[src/rtl/rolling_variance_if.sv]
// Sample/statistics bundle for the rolling variance engine.
// The master drives samples, and the slave returns the window statistics.
interface rolling_variance_if #(
  parameter int DATA_W = 8
) ();
  logic              clear;
  logic              in_valid;
  logic [DATA_W-1:0] data_in;
  logic              out_valid;
  logic [DATA_W-1:0] mean;
  logic [2*DATA_W-1:0] sec_mom;
  logic [2*DATA_W-1:0] variance;
  logic              full;

  modport master (
    output clear, in_valid, data_in,
    input  out_valid, mean, sec_mom, variance, full
  );

  modport slave (
    input  clear, in_valid, data_in,
    output out_valid, mean, sec_mom, variance, full
  );
endinterface

[src/rtl/rolling_variance.sv]
// Rolling-window mean, mean of squares and variance of the last
// 2**WINDOW_LOG2 samples. The design uses an accept register and two pipeline stages.
module rolling_variance #(
  parameter int DATA_W      = 8,
  parameter int WINDOW_LOG2 = 2
) (
  input  logic               clk,
  input  logic               rst,
  rolling_variance_if.slave  rv
);
  localparam int WIN = 1 << WINDOW_LOG2;
  localparam int SW  = DATA_W + WINDOW_LOG2;
  localparam int PW  = 2 * DATA_W;
  localparam int QW  = PW + WINDOW_LOG2;
  localparam logic [WINDOW_LOG2:0] CNT_MAX =
    {1'b1, {WINDOW_LOG2{1'b0}}};

  logic [DATA_W-1:0] fifo_q [WIN];
  logic [DATA_W-1:0] fifo_d [WIN];
  logic [DATA_W-1:0] new_q, new_d;
  logic [DATA_W-1:0] old_q, old_d;
  logic              acc_q, acc_d;
  logic [SW-1:0]     sum_q, sum_d;
  logic [QW-1:0]     sqs_q, sqs_d;
  logic [WINDOW_LOG2:0] cnt_q, cnt_d;
  logic              s1v_q, s1v_d;
  logic [DATA_W-1:0] mean_q, mean_d;
  logic [PW-1:0]     sm_q, sm_d;
  logic [PW-1:0]     var_q, var_d;
  logic              ov_q, ov_d;

  logic              take;
  logic [PW-1:0]     sq_new, sq_old, msq;

  assign take = rv.in_valid & ~rv.clear;

  always_comb begin
    fifo_d = fifo_q;
    new_d  = new_q;
    old_d  = old_q;
    acc_d  = take;
    sum_d  = sum_q;
    sqs_d  = sqs_q;
    cnt_d  = cnt_q;
    s1v_d  = 1'b0;
    mean_d = mean_q;
    sm_d   = sm_q;
    var_d  = var_q;
    ov_d   = s1v_q;
    sq_new = PW'(new_q) * PW'(new_q);
    sq_old = PW'(old_q) * PW'(old_q);
    msq    = '0;

    if (take) begin
      fifo_d[0] = rv.data_in;
      for (int i = 1; i < WIN; i++)
        fifo_d[i] = fifo_q[i-1];
      new_d = rv.data_in;
      old_d = fifo_q[WIN-1];
    end

    if (acc_q) begin
      sum_d = sum_q + SW'(new_q) - SW'(old_q);
      sqs_d = sqs_q + QW'(sq_new) - QW'(sq_old);
      if (cnt_q != CNT_MAX)
        cnt_d = cnt_q + 1'b1;
      s1v_d = (cnt_d == CNT_MAX);
    end

    if (s1v_q) begin
      mean_d = sum_q[SW-1:WINDOW_LOG2];
      sm_d   = sqs_q[QW-1:WINDOW_LOG2];
      msq    = PW'(mean_d) * PW'(mean_d);
      var_d  = (sm_d >= msq) ? sm_d - msq : '0;
    end

    // A flush restarts the statistics, but the data outputs keep their last values.
    if (rv.clear) begin
      for (int i = 0; i < WIN; i++)
        fifo_d[i] = '0;
      sum_d  = '0;
      sqs_d  = '0;
      cnt_d  = '0;
      s1v_d  = 1'b0;
      ov_d   = 1'b0;
      mean_d = mean_q;
      sm_d   = sm_q;
      var_d  = var_q;
    end
  end

  always_ff @(posedge clk) begin
    if (rst) begin
      for (int i = 0; i < WIN; i++)
        fifo_q[i] <= '0;
      new_q  <= '0;
      old_q  <= '0;
      acc_q  <= 1'b0;
      sum_q  <= '0;
      sqs_q  <= '0;
      cnt_q  <= '0;
      s1v_q  <= 1'b0;
      mean_q <= '0;
      sm_q   <= '0;
      var_q  <= '0;
      ov_q   <= 1'b0;
    end else begin
      fifo_q <= fifo_d;
      new_q  <= new_d;
      old_q  <= old_d;
      acc_q  <= acc_d;
      sum_q  <= sum_d;
      sqs_q  <= sqs_d;
      cnt_q  <= cnt_d;
      s1v_q  <= s1v_d;
      mean_q <= mean_d;
      sm_q   <= sm_d;
      var_q  <= var_d;
      ov_q   <= ov_d;
    end
  end

  assign rv.out_valid = ov_q;
  assign rv.mean      = mean_q;
  assign rv.sec_mom   = sm_q;
  assign rv.variance  = var_q;
  assign rv.full      = (cnt_q == CNT_MAX);
endmodule

[src/flat_wrapper.sv]
// flat-port wrapper written by rule: the top's interface ports become plain ports
module rolling_variance_flat 
#(
  parameter int DATA_W      = 8,
  parameter int WINDOW_LOG2 = 2
)
  (clk, rst, rv_clear, rv_in_valid, rv_data_in, rv_out_valid, rv_mean, rv_sec_mom, rv_variance, rv_full);
  rolling_variance_if #(.DATA_W(DATA_W)) rv_i ();
  input  logic clk;
  input  logic rst;
  input wire logic [$bits(rv_i.clear)-1:0] rv_clear;
  input wire logic [$bits(rv_i.in_valid)-1:0] rv_in_valid;
  input wire logic [$bits(rv_i.data_in)-1:0] rv_data_in;
  output wire logic [$bits(rv_i.out_valid)-1:0] rv_out_valid;
  output wire logic [$bits(rv_i.mean)-1:0] rv_mean;
  output wire logic [$bits(rv_i.sec_mom)-1:0] rv_sec_mom;
  output wire logic [$bits(rv_i.variance)-1:0] rv_variance;
  output wire logic [$bits(rv_i.full)-1:0] rv_full;
  assign rv_i.clear = rv_clear;
  assign rv_i.in_valid = rv_in_valid;
  assign rv_i.data_in = rv_data_in;
  assign rv_out_valid = rv_i.out_valid;
  assign rv_mean = rv_i.mean;
  assign rv_sec_mom = rv_i.sec_mom;
  assign rv_variance = rv_i.variance;
  assign rv_full = rv_i.full;
  rolling_variance #(.DATA_W(DATA_W), .WINDOW_LOG2(WINDOW_LOG2)) u_core (.clk(clk), .rst(rst), .rv(rv_i));
endmodule
[config.mk]
export PLATFORM = sky130hd
export DESIGN_NAME = rolling_variance_flat
export DESIGN_NICKNAME = d
export VERILOG_FILES = /design/src/rtl/rolling_variance_if.sv /design/src/rtl/rolling_variance.sv /design/src/flat_wrapper.sv
export SDC_FILE = /design/constraint.sdc
export NUM_CORES = 1
export LEC_CHECK = 0
export ABC_AREA = 1
export BUFFER_PORTS_ARGS = -buffer_cell sky130_fd_sc_hd__buf_2
export CORE_MARGIN = 3
export CORE_UTILIZATION = 35
export CTS_CLUSTER_DIAMETER = 150
export DETAILED_ROUTE_END_ITERATION = 8
export PLACE_DENSITY = 0.64
export SLEW_MARGIN = 20
export SYNTH_ARGS = -nofsm -noshare
export SYNTH_HDL_FRONTEND = slang
export SYNTH_SLANG_ARGS = --single-unit
export TNS_END_PERCENT = 20
[constraint.sdc]
create_clock -name clk -period 5.5 [get_ports clk]
set_clock_uncertainty 0.1 [all_clocks]
set_input_delay 0.275 -clock clk [delete_from_list [all_inputs] [get_ports clk]]
set_output_delay 0.275 -clock clk [all_outputs]
set_load 0.03 [all_outputs]
==> flow_metrics.py <==
metrics = {
    "run_status": {
        "status": "finished, final reports clean",
    },
    "place": {
        "hpwl_um": 23400,
        "port_buffers": 53,
        "place.gp.congestion": 0.913,
        "place_ws_ns": 0.0716,
    },
    "die": {
        "core_sq_um": 33800,
        "die_w_um": 192,
        "num_rows": 67,
        "io_pins": 54,
        "dieArea_sq_um": 36700,
        "start_util_pct": 35.7,
        "die_y_um": 192,
    },
    "logic_synthesis": {
        "synth_fp_nets": 1871,
        "synth_top_area_cell": "fa_1",
        "syn-cell-area_sq_um": 12100,
        "synthDistinctLibCells": 36,
        "ys_ff_latch": 122,
        "ys.flop_type": "dfxtp_1",
        "yosysWarnings": 0,
        "async_reset_ff_share_pct": 0,
        "synth_most_common_cell": "inv_1",
        "synthTopCellsByCount": "393 x inv_1, 307 x nand2_1, 130 x fa_1",
        "syn_inst": 1603,
        "ys_seq_area_share_pct": 20.3,
        "yosysTopAreaCellShare_pct": 21.6,
        "synth_area_leaders": "fa_1 22%, dfxtp_1 20%, ha_1 13%, inv_1 12%, nand2_1 9.6%",
        "synth_edf_count": 0,
        "avgSynthCellArea_sq_um": 7.52,
    },
    "worst_setup_path": {
        "r2r_cells": 20,
        "cp_max_fo": 9,
        "cp.required_ns": 5.72,
        "crit_arrival_ns": 5.44,
        "cp-start-kind": "flop",
        "worstSetupPathType": "flop to flop",
        "crit_chain": "nand2_1 > fa_1 > inv_1 > fa_1 > inv_1 > fa_1 > fa_1 > fa_1 > inv_1 > fa_1 > ha_1 > a21o_1 > nor2_1 > nand2_1 > nand2_1 > nand2_1 > nand2_1 > nand2_1 > o21ai_0 > inv_1",
        "cpPeakStageDelay_ns": 0.55,
        "endpoint_kind": "flop",
        "slowest_stage": "dfxtp_1",
    },
    "route": {
        "num_vias": 9645,
        "drt-total-wl_um": 28400,
        "dr.first_iter.drc_count": 561,
        "via_per_inst": 4.56,
        "wl_per_cell_um": 13.4,
        "ant_nets": 0,
        "dr.pass1.iters": 7,
        "drc_errors": 0,
    },
    "clock_tree": {
        "hold_buffers": 0,
        "cts_made_buffers": 17,
        "clkTransAtPathRegs_ns": 0.07,
        "clock_tree.root_cell": "clkbuf_16",
        "cts_max_level": 4,
        "clock_sinks": 122,
        "cts_buffer_depth": 2,
        "clk_latency_ns": 0.44,
        "cts_tree": "built",
    },
    "power": {
        "p_per_area_nw_per_um2": 241,
        "cellLeakagePower_nw": 7.17,
        "peakVddDrop_uv": 257,
        "power_w": 0.00329,
    },
    "global_route": {
        "grt_usage_pct": 16.2,
        "grt_pass1_wl_um": 47700,
        "grt_start_max_net_pins": 58,
        "gr-total-overflow": 0,
        "grt_pass1_vias": 9679,
        "antenna_found_initial": 0,
    },
    "min_path": {
        "hold_depth": 3,
        "worst_hold_path_type": "input pin to flop",
    },
    "sta": {
        "min_period_ns": 5.22,
        "period_share_pct": 94.9,
        "worst_slack_ns": 0.279,
        "finalHoldViolations": 0,
        "worst_pin_slew_ns": 0.809,
        "max_freq_mhz": 192,
        "finalSetupViolations": 0,
        "rsz0062_at_grt": "yes",
        "final_max_slew_viol_count": 0,
        "slew_headroom_pct": 46.0,
    },
    "layout": {
        "drive_gt1_share_pct": 10.9,
        "n_antenna_cell": 0,
        "area_growth_pct": 12.9,
        "nets": 1922,
    },
    "flow_run": {
        "max-cap-violations": 0,
    },
}
## registers in the layout, indices dropped and copies added (netlist names)
register / count
u_core.s1v_q: 1
u_core.old_q: 8
u_core.sqs_q: 18
u_core.cnt_q: 3
u_core.new_q: 8
u_core.rv.sec_mom: 16
u_core.sum_q: 10
u_core.rv.out_valid: 1
u_core.rv.variance: 16
u_core.fifo_q: 32
u_core.acc_q: 1
u_core.rv.mean: 8
## what timing repair did
item / CTS / global route
endpoints found under the setup margin: 0 / 21
gates resized for setup: 0 / 31
setup buffers: 0 / 2
## cell families after synthesis
| group | synth area share (%) |
|---|---|
| AND/OR/NAND/NOR | 16.6 |
| buffers and inverters | 14.2 |
| adder cells (fa/ha/maj) | 34.7 |
| AO/OA/AOI/OAI | 10.7 |
| flip-flops | 20.3 |
| XOR/XNOR | 3.41 |
| other | 0.0311 |
| multiplexers | 0.0830 |
## final cells by class
cell class              instances  area, sq um
clock inverters                14          148
clock buffers                  18          439
inverters                     398         1490
multi-input cells            1028         7990
well taps                     448          561
fillers                      3456        20200
repair buffers                 87          533
flip-flops and latches        122         2450
## power breakdown
group | leakage (nW) | internal, W | switching, W
Combinational | 5.89 | 0.000465 | 0.000776
Sequential | 0.993 | 0.000903 | 0.0000200
Clock | 0.286 | 0.000680 | 0.000444
## path summary, 6_finish.rpt
| path | from | to | slack (ns) |
|---|---|---|---|
| worst max-delay path | u_core.new_q[2] | u_core.sqs_q[13] | 0.28 |
| worst min-delay path | rv_data_in[0] | u_core.new_q[0] | 0.04 |
| worst max register to register | u_core.new_q[2] | u_core.sqs_q[13] | 0.28 |
| worst min register to register | u_core.fifo_q[1] | u_core.old_q[1] | 0.35 |
## cell usage in the layout (no fill, tap or decap), types with 3 or more instances in the layout
master / netlist / layout
a21o_1: 4 / 4
o21ai_0: 67 / 61
clkinv_2: 0 / 4
ha_1: 126 / 123
a21oi_2: 11 / 17
nor2_2: 1 / 3
dfxtp_1: 122 / 114
a21oi_1: 115 / 109
clkbuf_16: 0 / 17
inv_2: 4 / 5
nand2_1: 307 / 304
xnor2_1: 14 / 13
buf_2: 2 / 53
buf_4: 0 / 33
o21ai_1: 0 / 6
inv_1: 393 / 393
and2_1: 5 / 5
nor2_1: 109 / 105
nand4_1: 8 / 8
clkinv_4: 0 / 4
nor2_4: 1 / 3
a211oi_1: 26 / 26
o21bai_1: 3 / 3
dfxtp_2: 0 / 7
fa_1: 130 / 130
xor2_1: 33 / 33
nand3_1: 38 / 38
nand2_2: 16 / 19
## through the flow
stage | instances | utilization, % | hold slack, ns | setup TNS, ns | cell area, sq um
finish | 2115 | 40.3 | 0.0361 | 0 | 13600
global route | 2115 | 40.3 | 0.0396 | -0.0422 | 13600
CTS | 2113 | 40.0 | 0.00963 | 0 | 13500
detailed placement | 2081 | 38.3 | 0.344 | 0 | 12900
global placement | 2081 | 38.3 | 0.339 | 0 | 12900
floorplan | 1603 | - | 0.310 | 0 | 12100
## routing by layer
metal | routed length, um | vias to the layer above | track usage, % | part of all wire [%]
met3 | 1100 | 38 | 2.28 | 3.9
li1 | - | 4949 | - | -
met1 | 13800 | 4460 | 21.8 | 49
met5 | 0 | - | 0 | 0
met4 | 666 | 0 | 5.48 | 2.3
met2 | 12900 | 198 | 26.8 | 45
## worst max-delay path: cells and delay by family, from the launching register on
family          cells  cell delay, ns
buf+inv             4            0.21
flops               1            0.55
fa+ha+maj           7            3.27
compound gates      2            0.39
simple gates        7            0.61
(Power assumes the default switching activity.)
